**src/rtl/alu_op_sequencer_if.sv**
```systemverilog
// Request/response channels between the decode stage and alu_op_sequencer.
// The slave modport is the sequencer's view; the master modport is the decode/consumer view.
`timescale 1ns/1ps
interface alu_op_sequencer_if #(
  parameter int DATA_W = 32
);
  logic              reqValid;
  logic              reqReady;
  logic [5:0]        reqOp;
  logic [5:0]        reqFunct;
  logic [DATA_W-1:0] reqA;
  logic [DATA_W-1:0] reqB;
  logic              respValid;
  logic              respReady;
  logic [DATA_W-1:0] respResult;
  logic              respZero;
  logic              respErr;
  logic              respTaken;

  modport master (
    output reqValid, reqOp, reqFunct, reqA, reqB, respReady,
    input  reqReady, respValid, respResult, respZero, respErr, respTaken
  );

  modport slave (
    input  reqValid, reqOp, reqFunct, reqA, reqB, respReady,
    output reqReady, respValid, respResult, respZero, respErr, respTaken
  );
endinterface

```
**src/rtl/alu_op_sequencer.sv**
```systemverilog
// Issue-side driver for a combinational 32-bit ALU: decodes opcode/funct to ALUctrl,
// holds ALU inputs STALL_CYCLES cycles, captures the result. Optional macro: ALU_BRANCH_EN.
`timescale 1ns/1ps
module alu_op_sequencer #(
  parameter int DATA_W       = 32,
  parameter int STALL_CYCLES = 1
) (
  input  logic              clk,
  input  logic              rst_n,
  alu_op_sequencer_if.slave bus,
  output logic [DATA_W-1:0] ALUin1,
  output logic [DATA_W-1:0] ALUin2,
  output logic [3:0]        ALUctrl,
  input  logic [DATA_W-1:0] ALUresult,
  input  logic              ALUzero
);
  localparam logic [3:0] STALL_INIT = 4'(STALL_CYCLES - 1);

  typedef enum logic [1:0] {S_IDLE, S_DRIVE, S_RESP} state_t;

  state_t            state_q, state_d;
  logic [3:0]        cnt_q, cnt_d;
  logic              req_ready_q, req_ready_d;
  logic [DATA_W-1:0] alu_in1_q, alu_in1_d;
  logic [DATA_W-1:0] alu_in2_q, alu_in2_d;
  logic [3:0]        alu_ctrl_q, alu_ctrl_d;
  logic [DATA_W-1:0] result_q, result_d;
  logic              zero_q, zero_d;
  logic              err_q, err_d;
  logic              taken_q, taken_d;
  logic [1:0]        br_q, br_d;          // bit0 = beq, bit1 = bne

  logic [3:0]        dec_ctrl;
  logic              dec_legal;
  logic [1:0]        dec_br;

  always_comb begin
    dec_ctrl  = 4'b0000;
    dec_legal = 1'b0;
    dec_br    = 2'b00;
    case (bus.reqOp)
      6'h00: begin
        case (bus.reqFunct)
          6'h24: begin dec_ctrl = 4'b0000; dec_legal = 1'b1; end
          6'h25: begin dec_ctrl = 4'b0001; dec_legal = 1'b1; end
          6'h20: begin dec_ctrl = 4'b0010; dec_legal = 1'b1; end
          6'h22: begin dec_ctrl = 4'b0110; dec_legal = 1'b1; end
          6'h2A: begin dec_ctrl = 4'b0111; dec_legal = 1'b1; end
          default: ;
        endcase
      end
      6'h08: begin dec_ctrl = 4'b0010; dec_legal = 1'b1; end
      6'h0C: begin dec_ctrl = 4'b0000; dec_legal = 1'b1; end
      6'h0D: begin dec_ctrl = 4'b0001; dec_legal = 1'b1; end
      6'h0A: begin dec_ctrl = 4'b0111; dec_legal = 1'b1; end
      6'h23: begin dec_ctrl = 4'b0010; dec_legal = 1'b1; end
      6'h2B: begin dec_ctrl = 4'b0010; dec_legal = 1'b1; end
`ifdef ALU_BRANCH_EN
      6'h04: begin dec_ctrl = 4'b0110; dec_legal = 1'b1; dec_br = 2'b01; end
      6'h05: begin dec_ctrl = 4'b0110; dec_legal = 1'b1; dec_br = 2'b10; end
`endif
      default: ;
    endcase
  end

  always_comb begin
    state_d   = state_q;
    cnt_d     = cnt_q;
    alu_in1_d = alu_in1_q;
    alu_in2_d = alu_in2_q;
    alu_ctrl_d = alu_ctrl_q;
    result_d  = result_q;
    zero_d    = zero_q;
    err_d     = err_q;
    taken_d   = taken_q;
    br_d      = br_q;
    case (state_q)
      S_IDLE: begin
        if (bus.reqValid && req_ready_q) begin
          if (dec_legal) begin
            alu_in1_d  = bus.reqA;
            alu_in2_d  = bus.reqB;
            alu_ctrl_d = dec_ctrl;
            br_d       = dec_br;
            cnt_d      = STALL_INIT;
            state_d    = S_DRIVE;
          end else begin
            // Illegal requests leave the ALU inputs untouched and answer immediately
            result_d = '0;
            zero_d   = 1'b0;
            err_d    = 1'b1;
            taken_d  = 1'b0;
            state_d  = S_RESP;
          end
        end
      end
      S_DRIVE: begin
        if (cnt_q == 4'd0) begin
          result_d = ALUresult;
          zero_d   = ALUzero;
          err_d    = 1'b0;
`ifdef ALU_BRANCH_EN
          taken_d  = (br_q[0] & ALUzero) | (br_q[1] & ~ALUzero);
`else
          taken_d  = 1'b0;
`endif
          state_d  = S_RESP;
        end else begin
          cnt_d = cnt_q - 4'd1;
        end
      end
      S_RESP: begin
        if (bus.respReady) state_d = S_IDLE;
      end
      default: state_d = S_IDLE;
    endcase
    // Ready follows the state being entered, so it is low for the whole op
    req_ready_d = (state_d == S_IDLE);
  end

  always_ff @(posedge clk or negedge rst_n) begin
    if (!rst_n) begin
      state_q     <= S_IDLE;
      cnt_q       <= 4'd0;
      req_ready_q <= 1'b0;
      alu_in1_q   <= '0;
      alu_in2_q   <= '0;
      alu_ctrl_q  <= 4'd0;
      result_q    <= '0;
      zero_q      <= 1'b0;
      err_q       <= 1'b0;
      taken_q     <= 1'b0;
      br_q        <= 2'b00;
    end else begin
      state_q     <= state_d;
      cnt_q       <= cnt_d;
      req_ready_q <= req_ready_d;
      alu_in1_q   <= alu_in1_d;
      alu_in2_q   <= alu_in2_d;
      alu_ctrl_q  <= alu_ctrl_d;
      result_q    <= result_d;
      zero_q      <= zero_d;
      err_q       <= err_d;
      taken_q     <= taken_d;
      br_q        <= br_d;
    end
  end

  assign bus.reqReady   = req_ready_q;
  assign bus.respValid  = (state_q == S_RESP);
  assign bus.respResult = result_q;
  assign bus.respZero   = zero_q;
  assign bus.respErr    = err_q;
  assign bus.respTaken  = taken_q;
  assign ALUin1         = alu_in1_q;
  assign ALUin2         = alu_in2_q;
  assign ALUctrl        = alu_ctrl_q;
endmodule

```
**src/flat_wrapper.sv**
```systemverilog
// flat-port wrapper written by rule: the top's interface ports become plain ports
module alu_op_sequencer_flat 
#(
  parameter int DATA_W       = 32,
  parameter int STALL_CYCLES = 1
)
  (clk, rst_n, ALUin1, ALUin2, ALUctrl, ALUresult, ALUzero, bus_reqValid, bus_reqOp, bus_reqFunct, bus_reqA, bus_reqB, bus_respReady, bus_reqReady, bus_respValid, bus_respResult, bus_respZero, bus_respErr, bus_respTaken);
  alu_op_sequencer_if #(.DATA_W(DATA_W)) bus_i ();
  input  logic clk;
  input  logic rst_n;
  output logic [DATA_W-1:0] ALUin1;
  output logic [DATA_W-1:0] ALUin2;
  output logic [3:0] ALUctrl;
  input  logic [DATA_W-1:0] ALUresult;
  input  logic ALUzero;
  input wire logic [$bits(bus_i.reqValid)-1:0] bus_reqValid;
  input wire logic [$bits(bus_i.reqOp)-1:0] bus_reqOp;
  input wire logic [$bits(bus_i.reqFunct)-1:0] bus_reqFunct;
  input wire logic [$bits(bus_i.reqA)-1:0] bus_reqA;
  input wire logic [$bits(bus_i.reqB)-1:0] bus_reqB;
  input wire logic [$bits(bus_i.respReady)-1:0] bus_respReady;
  output wire logic [$bits(bus_i.reqReady)-1:0] bus_reqReady;
  output wire logic [$bits(bus_i.respValid)-1:0] bus_respValid;
  output wire logic [$bits(bus_i.respResult)-1:0] bus_respResult;
  output wire logic [$bits(bus_i.respZero)-1:0] bus_respZero;
  output wire logic [$bits(bus_i.respErr)-1:0] bus_respErr;
  output wire logic [$bits(bus_i.respTaken)-1:0] bus_respTaken;
  assign bus_i.reqValid = bus_reqValid;
  assign bus_i.reqOp = bus_reqOp;
  assign bus_i.reqFunct = bus_reqFunct;
  assign bus_i.reqA = bus_reqA;
  assign bus_i.reqB = bus_reqB;
  assign bus_i.respReady = bus_respReady;
  assign bus_reqReady = bus_i.reqReady;
  assign bus_respValid = bus_i.respValid;
  assign bus_respResult = bus_i.respResult;
  assign bus_respZero = bus_i.respZero;
  assign bus_respErr = bus_i.respErr;
  assign bus_respTaken = bus_i.respTaken;
  alu_op_sequencer #(.DATA_W(DATA_W), .STALL_CYCLES(STALL_CYCLES)) u_core (.clk(clk), .rst_n(rst_n), .bus(bus_i), .ALUin1(ALUin1), .ALUin2(ALUin2), .ALUctrl(ALUctrl), .ALUresult(ALUresult), .ALUzero(ALUzero));
endmodule
```
**config.mk**
```make
export PLATFORM = sky130hd
export DESIGN_NAME = alu_op_sequencer_flat
export DESIGN_NICKNAME = d
export VERILOG_FILES = /design/src/rtl/alu_op_sequencer_if.sv /design/src/rtl/alu_op_sequencer.sv /design/src/flat_wrapper.sv
export SDC_FILE = /design/constraint.sdc
export NUM_CORES = 1
export LEC_CHECK = 0
export CAP_MARGIN = 5
export CORE_UTILIZATION = 37
export CTS_CLUSTER_DIAMETER = 40
export DETAILED_ROUTE_END_ITERATION = 16
export GPL_TIMING_DRIVEN = 0
export PLACE_DENSITY = 0.77
export SETUP_SLACK_MARGIN = 0.1
export SYNTH_ARGS = -nofsm -noshare
export SYNTH_HDL_FRONTEND = slang
export SYNTH_SLANG_ARGS = --single-unit
```
**constraint.sdc**
```tcl
create_clock -name clk -period 1.8 [get_ports clk]
set_input_delay 0.36 -clock clk [delete_from_list [all_inputs] [get_ports clk]]
set_output_delay 0.36 -clock clk [all_outputs]
set_load 0.05 [all_outputs]
```
# Word-level counts from Yosys, hierarchy flattened
# Index checks and enable logic that the tools add are counted.
[word_totals]
inputBits = 113
word_cells = 67
output_inout_bits = 105
regBits = 110
[op_classes]
n_mux = 26
n_addsub = 1
n_reduce_logical = 12
eq_ne = 18
[op_table]
columns = ["operator", "n"]
rows = [
  ["2-to-1 mux 32 bit", 3],
  ["case mux 32 bit (2 select lines)", 1],
  ["== test 6 bit, second input constant", 7],
  ["== test 6 x 4 -> 1 bit, second input constant", 4],
  ["case mux 4 bit (4 select lines)", 1],
  ["2-to-1 mux 4 bit", 3],
  ["case mux 3 bit (4 select lines)", 1],
  ["2-to-1 mux 2 bit", 4],
  ["case mux 1 bit (2 select lines)", 4],
  ["case mux 4 bit (2 select lines)", 1],
  ["AND reduction 4 bit", 2],
  ["2-to-1 mux 1 bit", 7],
  ["logical NOT 6 bit", 1],
  ["!= test 2 x 1 -> 1 bit, second input constant", 3],
  ["case mux 2 bit (3 select lines)", 1],
  ["OR reduction 6 bit", 1],
  ["OR reduction 5 bit", 1],
  ["logical NOT 2 bit", 2],
  ["logical NOT 4 bit", 1],
  ["!= test 2 bit, second input constant", 2],
  ["subtractor 4 x 1 -> 4 bit, second input constant", 1],
  ["AND reduction 3 bit", 1],
  ["OR reduction 3 bit", 1],
  ["== test 2 x 1 -> 1 bit, second input constant", 1],
  ["other kinds (3)", 3],
]

# Depth between registers and ports, before layout
# Gate-level depths: netlist (run 1).
[depth]
depth_word = 8
mapped_depth = 7
ltp_nobuf = 6

# Least setup slack after synthesis (run 1)
# OpenSTA, ideal clock, no wires.
[synth_path]
path_type = "register to register"
start = "register u_core.req_ready_q (netlist: u_core.bus.reqReady)"
end = "register u_core.alu_in2_q[3] (netlist: u_core.ALUin2[3])"
stages_incl_launch_ff = 8
arrival_ps = 1899
slack_ps = -224
setup_ps = 125
n_path_buf = 3
required_time_ps = 1675
path_cell_list = "dfrtp_1 -> and4bb_2 -> nand2b_1 -> o21a_1 -> buf_6 -> buf_12 -> buf_12 -> mux2_4"
[synth_via]
elab_chain_cells = 2
[synth_lines]
columns = ["element", "line", "rtl"]
rows = [
  ["start, declared", "alu_op_sequencer.sv:23", "logic req_ready_q, req_ready_d;"],
  ["start signal, assigned", "alu_op_sequencer.sv:137", "req_ready_q <= req_ready_d;"],
  ["logical AND 1 bit", "alu_op_sequencer.sv:79", "if (bus.reqValid && req_ready_q) begin"],
  ["AND reduction 3 bit (no source line)", "--", ""],
  ["end signal, assigned", "alu_op_sequencer.sv:139", "alu_in2_q <= alu_in2_d;"],
  ["end, declared", "alu_op_sequencer.sv:25", "logic [DATA_W-1:0] alu_in2_q, alu_in2_d;"],
]
# Every way passes these cells.
# A chain may end at the register's enable or synchronous reset.

# Final worst setup path (run 1)
[layout_path]
start = "register u_core.state_q[0]"
end = "register u_core.alu_in2_q[5] (netlist: u_core.ALUin2[5])"
[layout_via]
elab_chain_cells = 2
[layout_lines]
columns = ["element", "line", "rtl"]
rows = [
  ["start, declared", "alu_op_sequencer.sv:21", "state_t state_q, state_d;"],
  ["start signal, assigned", "alu_op_sequencer.sv:135", "state_q <= state_d;"],
  ["logical NOT 2 bit", "alu_op_sequencer.sv:77", "case (state_q)"],
  ["AND reduction 3 bit (no source line)", "--", ""],
]
# Every way passes these cells.

==> impl_metrics.json, run 1 <==
{
  "status": "complete, but fails checks",
  "violations": "setup timing",
  "setup_viol": 69,
  "clock-root-buffer": "clkbuf_16",
  "synthMuxAreaShare": 0.1752,
  "ir_drop_mv": 0.8688,
  "period_share": 1.080,
  "r2r-end": "u_core.ALUin2[5]",
  "startpoint_type": "flip-flop",
  "grt.total_usage": 0.2187,
  "hold-worst-slack_ns": 0.08934,
  "synth-seq-cells": 108,
  "power.share.combinational": 0.496,
  "grt_pass1_vias": 4200,
  "seq_power_share": 0.318,
  "crit_required_ns": 2.04,
  "max_cap_viol_count": 0,
  "power_w": 0.01102,
  "rrSetupSlack_ns": -0.14,
  "synth-edff-count": 0,
  "hold_violations": 0,
  "postLayoutSetupSlackWorst_ns": -0.1432,
  "drtIter0Drc": 128,
  "grt_max_degree": 64,
  "maxSlewViolCount": 0,
  "die_h_um": 112.5,
  "switching_power_w": 0.004929,
  "async_reset_ff_frac": 1.000,
  "vias_per_cell": 4.936,
  "grt_overflow": 0,
  "setup_tns_ns": -7.276,
  "ant_nets": 0,
  "yosys-top-cells-area": "dfrtp_1 60%, mux2_2 15%, nand2_1 5.9%, o21ai_0 3.8%, mux2_4 2.3%",
  "start_util": 0.3778,
  "drive_above_1_share": 0.3202,
  "route.vias.total": 3855,
  "fmax_ghz": 0.5146,
  "synth_top_family_by_area": "multiplexers",
  "reg2reg_from": "u_core.state_q[0]",
  "dp_hpwl_um": 9001,
  "yosys_warnings": 0,
  "p_leak_nw": 3.951,
  "synth_top_area_cell": "dfrtp_1",
  "holdBufCountCts": 0,
  "htree_levels": 3,
  "max-clock-path-buffers": 2,
  "rows": 40,
  "place_congestion": 0.8119,
  "synth_compound_area_frac": 0.06977,
  "grt_pass1_wl_um": 21200,
  "tightest_slew_ns": 0.8288,
  "grt_setup_unrepaired": "true",
  "cp_cell_sequence": "and4bb_4 > buf_6 > o311ai_4 > o21a_1 > buf_6 > buf_12 > buf_12 > mux2_4",
  "yosysTopAreaCellShare": 0.5980,
  "antenna_cells": 0,
  "worstPathMaxFanout": 5,
  "ios": 218,
  "yosysUniqueCellTypes": 43,
  "routed_wl_um": 13810,
  "crit_type": "flip-flop to flip-flop",
  "yosysSeqAreaShare": 0.5980,
  "period_needed_ns": 1.943,
  "hp-class": "input port to asynchronous set/reset pin",
  "cts_tree": "built",
  "cts_buffers": 9,
  "sw_frac_of_total": 0.4472,
  "synth_cells": 358,
  "core-area_um2": 11960,
  "avgSynthCellArea_um2": 12.62,
  "clock_latency_ns": 0.36,
  "yosys.area_share.xor_xnor": 0.001938,
  "power_density_nw_per_um2": 1392,
  "area_delta_synth_final_pct": 75.17,
  "internal_power_w": 0.006094,
  "dr.pass1.iters": 4,
  "fp.dieW_um": 112.5,
  "synth_flop_cell": "dfrtp_1",
  "finalClockSkew_ns": 0.01148,
  "io_buffers": 215,
  "cpMaxStageDelayCell": "dfrtp_1",
  "drc": 0,
  "finalNetCount": 744,
  "multiInputGateArea_um2": 1873,
  "pre_cts_ws_ns": -0.8640,
  "synthSimpleGateAreaFrac": 0.1138,
  "synth_area_um2": 4519,
  "cts.sinks": 108,
  "p_clk_frac": 0.186,
  "worst_path_largest_cell_delay_ns": 0.40,
  "synthAdderAreaFrac": 0.005537,
  "wl_per_cell_um": 17.68,
  "layout_common_cells": "107 x dlygate4sd2_1, 107 x dfrtp_1, 99 x clkdlybuf4s50_1, 71 x nand2_1, 56 x mux2_2",
  "antenna_found_initial": 0,
  "register_area_um2": 2704,
  "relSlewSlack": 0.4475,
  "fillers": 931,
  "fp.dieArea_um2": 12660,
  "end_kind": "flip-flop",
  "clk_pin_slew_worst_paths_ns": 0.07,
  "worstPathArrival_ns": 2.18,
  "worstRegToRegCells": 8
}
==> synth_stat cells (3+ instances only) <==
cell type	instances
mux2_4	7
nor3_1	4
buf_4	7
clkbuf_1	9
nor2_1	5
o21ai_0	34
nand2_1	71
mux2_2	61
dfrtp_1	108
nor2b_1	4
nand2b_1	3
inv_1	4
==> kinds of logic (layout without fill, tap and decap cells) <==
kind of cell / count (synthesis) / in the layout
flops: 108 / 108
simple gates: 102 / 102
mux: 68 / 68
compound gates: 52 / 52
buf+inv: 24 / 299
fa+ha+maj: 2 / 2
other cells: 1 / 2
xor+xnor: 1 / 1
==> through the flow <==
step / cell area [um2] / utilization / instances
floorplan: 4533 / - / 359
global placement: 6869 / 0.5743 / 721
detailed placement: 6894 / 0.5764 / 722
CTS: 7780 / 0.6504 / 776
global route: 7916 / 0.6618 / 781
finish: 7916 / 0.6618 / 781
==> worst max-delay path by stage <==
stage / startpoint / to / slack, ns
6_report: u_core.state_q[0] / u_core.ALUin2[5] / -0.14
5_1_grt: u_core.state_q[0] / u_core.ALUin2[8] / -0.20
4_1_cts: u_core.state_q[1] / u_core.ALUin1[8] / -0.12
3_5_place_dp: bus_reqOp[5] / u_core.ALUin1[17] / -0.86
3_3_place_gp: rst_n / u_core.bus.reqReady / -4.03
2_1_floorplan: u_core.bus.reqReady / u_core.ALUin2[3] / -0.08
==> power groups by stage <==
stage	Clock [W]	Sequential (W)	Combinational [W]
2_1_floorplan	0	0.00603	0.000909
3_3_place_gp	0	0.00352	0.00539
3_5_place_dp	0	0.00356	0.00546
4_1_cts	0.00210	0.00350	0.00542
5_1_grt	0.00220	0.00360	0.00568
6_report	0.00205	0.00351	0.00547
==> layer usage <==
| layer | wire [um] | part of all wire | global-route usage |
|---|---|---|---|
| met1 | 5227 | 0.38 | 0.2346 |
| met2 | 7290 | 0.53 | 0.4029 |
| met3 | 1076 | 0.078 | 0.06749 |
| met4 | 212 | 0.015 | 0.08178 |
| met5 | 0 | 0 | 0 |
==> flip-flops by register name, indices dropped and copies added (netlist names) <==
signal,count
u_core.bus.respZero,1
u_core.cnt_q,4
u_core.state_q,2
u_core.ALUin1,32
u_core.bus.respResult,32
u_core.bus.respErr,1
u_core.ALUctrl,3
u_core.ALUin2,32
u_core.bus.reqReady,1
==> cell type report <==
type / count / area share
Buffer: 20 / 0.03351
Sequential cell: 108 / 0.3416
Clock buffer: 10 / 0.03019
Timing Repair Buffer: 259 / 0.3243
Tap cell: 147 / 0.02323
Clock inverter: 6 / 0.008693
Multi-Input combinational cell: 227 / 0.2366
Inverter: 4 / 0.001897
==> worst max-delay path, delay by kind of cell, from the launching register on <==
family	cells	cell delay, ns
buf+inv	4	0.53
compound gates	2	0.22
flops	1	0.40
simple gates	1	0.38
mux	1	0.29
==> timing repair <==
action | in CTS | in global routing
resized for setup | 250 | 42
setup buffers | 28 | 11
pin swaps | 35 | 18
setup endpoints to repair | 208 | 106
cloned | 12 | 1
Power figures use the tool's default switching activity.
==> run 2, diff against run 1 <==
SKIP_CTS_REPAIR_TIMING = 1   (was unset)
==> impl_metrics.json, run 2 (synthesis gave the netlist of run 1 again) <==
{
  "hold-worst-slack_ns": 0.09642,
  "start_util": 0.3778,
  "finalClockSkew_ns": 0.009872,
  "period_needed_ns": 1.952,
  "crit_type": "flip-flop to flip-flop",
  "placed_cell_area_um2": 6894,
  "antenna_found_initial": 0,
  "maxSlewViolCount": 0,
  "power_w": 0.01126,
  "worst_path_largest_cell_delay_ns": 0.41,
  "relSlewSlack": 0.4481,
  "cpMaxStageDelayCell": "and4bb_4",
  "die_h_um": 112.5,
  "grt_pass1_vias": 3850,
  "rows": 40,
  "drc": 0,
  "ir_drop_mv": 0.8533,
  "p_leak_nw": 5.048,
  "multiInputGateArea_um2": 1809,
  "violations": "setup timing",
  "drtIter0Drc": 144,
  "power_density_nw_per_um2": 1396,
  "register_area_um2": 2704,
  "cts.sinks": 108,
  "hp-class": "input port to asynchronous set/reset pin",
  "antenna_cells": 0,
  "grt_pass1_wl_um": 19020,
  "setup_viol": 63,
  "route.vias.total": 3794,
  "final_common_cell": "dlymetal6s2s_1",
  "end_kind": "flip-flop",
  "grt_overflow": 0,
  "pre_cts_ws_ns": -0.8640,
  "tightest_slew_ns": 0.8278,
  "cp_cell_sequence": "and4bb_4 > nand2b_1 > o21a_1 > buf_6 > buf_12 > clkbuf_16 > mux2_4",
  "crit_required_ns": 2.05,
  "finalNetCount": 731,
  "max_cap_viol_count": 0,
  "fmax_ghz": 0.5124,
  "place_congestion": 0.8119,
  "fillers": 881,
  "period_share": 1.084,
  "startpoint_type": "flip-flop",
  "clock-root-buffer": "clkbuf_16",
  "vias_per_cell": 4.940,
  "reg2reg_from": "u_core.state_q[1]",
  "crit_buf_inv": 3,
  "clock_latency_ns": 0.36,
  "status": "complete, but fails checks",
  "grt_max_degree": 64,
  "cts_tree": "built",
  "wl_per_cell_um": 17.86,
  "io_buffers": 215,
  "drive_above_1_share": 0.2754,
  "routed_wl_um": 13710,
  "ios": 218,
  "fp.dieW_um": 112.5,
  "fin_area_um2": 8071,
  "area_delta_synth_final_pct": 78.60,
  "dr.pass1.iters": 4,
  "cts_buffers": 9,
  "dp_hpwl_um": 9001,
  "hold_violations": 0,
  "worstPathMaxFanout": 7,
  "core-area_um2": 11960,
  "startpoint": "u_core.state_q[1]",
  "grt_setup_unrepaired": "true",
  "ant_nets": 0,
  "grt.total_usage": 0.1952,
  "htree_levels": 3,
  "fp.dieArea_um2": 12660,
  "layout_common_cells": "109 x dlymetal6s2s_1, 107 x dfrtp_1, 101 x clkdlybuf4s50_1, 61 x nand2_1, 58 x mux2_2",
  "clk_pin_slew_worst_paths_ns": 0.08,
  "postLayoutSetupSlackWorst_ns": -0.1516,
  "cp_top_family": "simple AND/OR/NAND/NOR gates",
  "worstPathArrival_ns": 2.20,
  "max-clock-path-buffers": 2
}
==> run 2: cell count changes in the layout (fill, tap and decap cells not counted), sizes merged <==
cell,previous run,this run
dlymetal6s2s,1,109
dlygate4sd2,107,0
buf,61,42
clkbuf,20,23
clkdlybuf4s50,99,101
clkdlybuf4s15,1,0
o221a,1,2
==> run 2: worst paths after layout <==
check                                                 end  slack (ns)  cells past startpoint
worst max register to register           u_core.ALUin2[9]       -0.15                      7
worst max-delay path                     u_core.ALUin2[9]       -0.15                      7
worst min-delay path            u_core.bus.respResult[20]         0.1                      1
worst min register to register          u_core.ALUin1[22]        0.50                      1
max in group asynchronous             u_core.bus.reqReady        0.99                      2
min in group clk                        u_core.ALUin1[22]        0.50                      1
==> run 2: layout make-up <==
cell class | instances | share of cell area
repair buffers | 245 | 0.3491
flip-flops and latches | 108 | 0.3350
well taps | 147 | 0.02279
multi-input cells | 228 | 0.2242
inverters | 4 | 0.001860
clock buffers | 10 | 0.02961
plain buffers | 20 | 0.02899
clock inverters | 6 | 0.008526
==> run 2: report_power, final <==
part | switching (W) | internal (W)
Combinational | 0.00356 | 0.00212
Sequential | 0.000368 | 0.00314
Clock | 0.000936 | 0.00113
Total | 0.00487 | 0.00640
==> run 2: per-layer routing <==
metal | vias up | wire (um) | global-route usage | part of all wire
met2 | 167 | 7207 | 0.3420 | 0.53
met1 | 1859 | 5141 | 0.2128 | 0.37
met5 | - | 0 | 0 | 0
li1 | 1753 | - | - | -
met3 | 15 | 1161 | 0.08099 | 0.085
met4 | 0 | 203 | 0.06756 | 0.015
==> run 2: stage by stage <==
stage            util  std cells  setup TNS [ns]
2_1_floorplan       -        359         -0.5864
3_3_place_gp   0.5743        721         -466.81
3_5_place_dp   0.5764        722          -77.66
4_1_cts        0.6021        738          -48.43
5_1_grt        0.6748        768          -10.57
6_report       0.6748        768          -6.864
